$ cat config.mk
export PLATFORM = sky130hd
export DESIGN_NAME = count_udn
export DESIGN_NICKNAME = d
export VERILOG_FILES = /design/src/rtl/count_pkg.sv /design/src/rtl/count_presc.sv /design/src/rtl/count_udn.sv
export SDC_FILE = /design/constraint.sdc
export NUM_CORES = 1
export LEC_CHECK = 0
export CAP_MARGIN = 10
export CORE_ASPECT_RATIO = 1.5
export CORE_MARGIN = 1.5
export CORE_UTILIZATION = 51
export CTS_BUF_LIST = sky130_fd_sc_hd__clkbuf_4
export DETAILED_ROUTE_END_ITERATION = 12
export PLACE_DENSITY_LB_ADDON = 0.1
export SKIP_CTS_REPAIR_TIMING = 1
export SYNTH_ARGS = -nofsm -noshare
export SYNTH_HDL_FRONTEND = slang
export SYNTH_SLANG_ARGS = --single-unit
$ cat constraint.sdc
create_clock -name clk -period 9.2 [get_ports clk]
set_clock_uncertainty 0.05 [all_clocks]
set_input_delay 2.76 -clock clk [delete_from_list [all_inputs] [get_ports clk]]
set_output_delay 2.76 -clock clk [all_outputs]
set_load 0.01 [all_outputs]
$ cat src/rtl/count_pkg.sv
// Shared constants for the count_udn up/down counter: overflow modes and
// legal parameter ranges.
package count_pkg;

    localparam int COUNT_WRAP = 0;
    localparam int COUNT_SAT  = 1;

    localparam int WIDTH_MIN = 2;
    localparam int WIDTH_MAX = 32;

    localparam int PRESC_DIV_MIN = 2;
    localparam int PRESC_DIV_MAX = 256;

endpackage

$ cat src/rtl/count_presc.sv
// Enable prescaler for count_udn: tick pulses on every DIV-th enabled edge.
// Only compiled when COUNT_PRESCALE_EN is defined.
`ifdef COUNT_PRESCALE_EN
module count_presc
    import count_pkg::*;
#(
    parameter int DIV = 4
) (
    input  logic clk,
    input  logic res,
    input  logic clr,
    input  logic EN,
    output logic tick
);

    localparam int PW = (DIV > 2) ? $clog2(DIV) : 1;
    localparam logic [PW-1:0] LAST = PW'(DIV - 1);

    logic [PW-1:0] phase;

    assign tick = EN && (phase == LAST);

    // Phase only advances on enabled edges, so gaps in EN preserve it.
    always_ff @(posedge clk) begin
        if (res || clr) begin
            phase <= '0;
        end else if (EN) begin
            phase <= (phase == LAST) ? '0 : phase + PW'(1);
        end
    end

endmodule
`endif

$ cat src/rtl/count_udn.sv
// Loadable up/down counter with wrap or saturate limits and a sticky OVF flag.
// Optional enable prescaler when COUNT_PRESCALE_EN is defined.
module count_udn
    import count_pkg::*;
#(
    parameter int WIDTH     = 8,
    parameter int SAT       = COUNT_WRAP,
    parameter int PRESC_DIV = 4
) (
    input  logic             clk,
    input  logic             res,
    input  logic             EN,
    input  logic             load,
    input  logic             up,
    input  logic [WIDTH-1:0] CNT_In,
    input  logic [WIDTH-1:0] CNT_Max,
    input  logic             clr_ovf,
    output logic [WIDTH-1:0] CNT,
    output logic             TC,
    output logic             OVF
);

    if (WIDTH < WIDTH_MIN || WIDTH > WIDTH_MAX ||
        PRESC_DIV < PRESC_DIV_MIN || PRESC_DIV > PRESC_DIV_MAX ||
        (SAT != COUNT_WRAP && SAT != COUNT_SAT)) begin : g_bad_param
        $error("count_udn: parameter out of legal range");
    end

    logic tick;

`ifdef COUNT_PRESCALE_EN
    count_presc #(
        .DIV (PRESC_DIV)
    ) u_presc (
        .clk  (clk),
        .res  (res),
        .clr  (load),
        .EN   (EN),
        .tick (tick)
    );
`else
    assign tick = 1'b1;
`endif

    logic             step;
    logic             at_limit;
    logic [WIDTH-1:0] cnt_next;
    logic             ovf_next;

    assign step     = EN && tick;
    // >= rather than == so a loaded value above CNT_Max still hits the limit.
    assign at_limit = up ? (CNT >= CNT_Max) : (CNT == '0);
    assign TC       = step && at_limit;

    always_comb begin
        // NOTE: every output of this block gets a default first so no latch is inferred.
        cnt_next = CNT;
        ovf_next = OVF;

        if (clr_ovf) begin
            ovf_next = 1'b0;
        end

        if (load) begin
            cnt_next = CNT_In;
        end else if (step) begin
            if (at_limit) begin
                ovf_next = 1'b1;
                if (SAT == COUNT_WRAP) begin
                    cnt_next = up ? '0 : CNT_Max;
                end
            end else begin
                cnt_next = up ? CNT + WIDTH'(1) : CNT - WIDTH'(1);
            end
        end
    end

    always_ff @(posedge clk) begin
        // NOTE: non-blocking assignments keep every register sampling pre-edge values.
        if (res) begin
            CNT <= '0;
            OVF <= 1'b0;
        end else begin
            CNT <= cnt_next;
            OVF <= ovf_next;
        end
    end

endmodule

==> metrics <==
setup TNS=0 ps; Syn Area/Cell=7.80 um^2; WHS=459 ps; starting density of the core=0.545; # rows=19; pin count of the biggest net entering global routing=15; Final GP Congestion=0.844; First-pass DRT Iterations=4; DR WL/cell=14.7 um; FILL cells=147; Max Freq=0.124 GHz; share of the yosys chip area belonging to registers=0.180; Final nets=198; die width=39.1 um; IO Pins=32; Mapped Area=998 um^2; synthesized flop and latch total=9; Critical Path Start Type=input pin; most frequent cell after synthesis=inv_1; Peak supply drop=0.0748 mV; post-DP HPWL=2.13 mm; clock latency on the worst-skew pair=250 ps; ANT cells=0; Synth Area in Simple Gates=0.169; library cells used by synthesis=39; first-pass GRT wire length=4.32 mm; drc violations=0; drt initial violations=15; layout cells sized above 1=0.0750; top-area cell type share of the netlist area=0.180; Hold Vio Cnt, Final=0; Worst slew margin=0.683; CTS tree=built; min-delay worst type=reg -> reg; I/O Buffers=31; mux contribution to synthesized area=0; status=completed; Synthesized Nets=165; Num CTS Buffers=3; Routed WL=2.67 mm; Die H=57.2 um; type of the worst setup path=in -> out; total of max-cap violations=0; Post-Synth Adder-Cell Area=0.195; Final Cycle Share=0.880; GRT Residual Overflow=0; pwr dens=113 nW/um^2; Clock Sinks=9; cell count after placement=177; WP data required=6390 ps; post-synthesis compound-gate area fraction=0.327; H-tree depth=1; full die area=2240 um^2; total core area=1830 um^2; count of final setup violators=0; final std cells w/o fill=181; Final Util=0.739; leading area contributor after synthesis=dfxtp_1; Gate Count Post-Synth=128; Overall Global Routing Usage=0.266; ANT nets after route=0; vias in the first global route=1049; Yosys warning total=0; Worst-path clk slew=60 ps; minimum clock period=8090 ps; Post-synth ARST share=0; CTS Buffer Depth=2; top_reg_cell synth=dfxtp_1; Final Max Slew Viols=0; design area=1350 um^2; largest family of logic cells by synthesized area=compound AO/OA/AOI/OAI gates; Worst Tran Pin Value=475 ps; initial antenna violation count=0; synth top area cells=dfxtp_1 18%, ha_1 18%, inv_1 6.8%, a21oi_1 6.5%, a221oi_1 4.4%; worst-path maximum fanout=10; RSZ-0062 raised after global routing=no; XOR/XNOR Fraction of Synth Area=0.0439; Worst Path Arrival=5280 ps; via count=1082; CP endpoint kind=primary output; synth cell count leaders=18 x inv_1, 14 x ha_1, 13 x a21oi_1; Post-synth EDFFs=0; Leakage=0.586 nW; DP Area=1320 um^2; Via-to-Cell Ratio=5.98; Layout area overhead=35.5%; CTS root buf=clkbuf_4
[power breakdown]
group          switching [mW]  total, mW  internal (mW)
clock network          0.0134     0.0330         0.0196
registers             0.00590     0.0482         0.0423
logic                  0.0347     0.0710         0.0364
total                  0.0540      0.152         0.0983
[per-stage QoR]
step / total power [mW] / worst slack [ps]
global route: 0.163 / 1030
CTS: 0.152 / 1110
floorplan: 0.0919 / 2240
finish: 0.152 / 1110
global placement: 0.117 / 1250
detailed placement: 0.119 / 1110
[final cells by class]
| cell class | count | area (um^2) | area share |
|---|---|---|---|
| timing repair buffer | 31 | 310 | 0.229 |
| sequential | 9 | 180 | 0.133 |
| clock buffer | 4 | 30.0 | 0.0222 |
| tap | 21 | 26.3 | 0.0194 |
| multi-input combinational | 97 | 734 | 0.543 |
| inverter | 19 | 71.3 | 0.0527 |
[registers in the layout, indices dropped and copies added, names as in the netlist]
register,flops
OVF,1
CNT,8
[metal layers]
metal  up-vias  global-route usage  share of wire
li1        536                   -              -
met1       518               0.314           0.43
met2        26               0.460           0.52
met3         2              0.0311          0.042
met4         0               0.113         0.0079
met5         -                   0              0
[logic make-up (layout without fill, tap and decap cells)]
family | after synthesis | count (layout)
AND/OR/NAND/NOR | 33 | 33
AO/OA/AOI/OAI | 44 | 44
adder cells (fa/ha/maj) | 15 | 15
XOR/XNOR | 5 | 5
flip-flops | 9 | 9
buffers and inverters | 22 | 54
[critical path, stage by stage]
cell             delay, ps
clkdlybuf4s50_1        500
inv_1                   50
ha_1                   310
a21oi_1                170
nor2b_1                 70
or4_4                  530
o22ai_4                330
nor2_1                  80
clkdlybuf4s50_1        480
[path summary, 6_finish.rpt]
| path | from | to | slack (ps) | cells past startpoint |
|---|---|---|---|---|
| worst max register to register | CNT[0]$_SDFFE_PP0P_ | CNT[2]$_SDFFE_PP0P_ | 6650 | 8 |
| worst min register to register | OVF$_SDFF_PP0_ | OVF$_SDFF_PP0_ | 460 | 2 |
| worst min-delay path | OVF$_SDFF_PP0_ | OVF$_SDFF_PP0_ | 460 | 2 |
| worst max-delay path | CNT_Max[6] | TC | 1110 | 9 |
[placed cells by master (no fill, tap or decap), types with 4 or more instances in the layout]
| master | n |
|---|---|
| clkdlybuf4s50_1 | 31 |
| inv_1 | 18 |
| ha_1 | 14 |
| a21oi_1 | 13 |
| dfxtp_1 | 9 |
| nor2_1 | 9 |
| nand2_1 | 7 |
| o21ai_0 | 5 |
| a221oi_1 | 5 |
| o22ai_1 | 4 |
| clkbuf_4 | 4 |
Power figures use the tool's default switching activity.
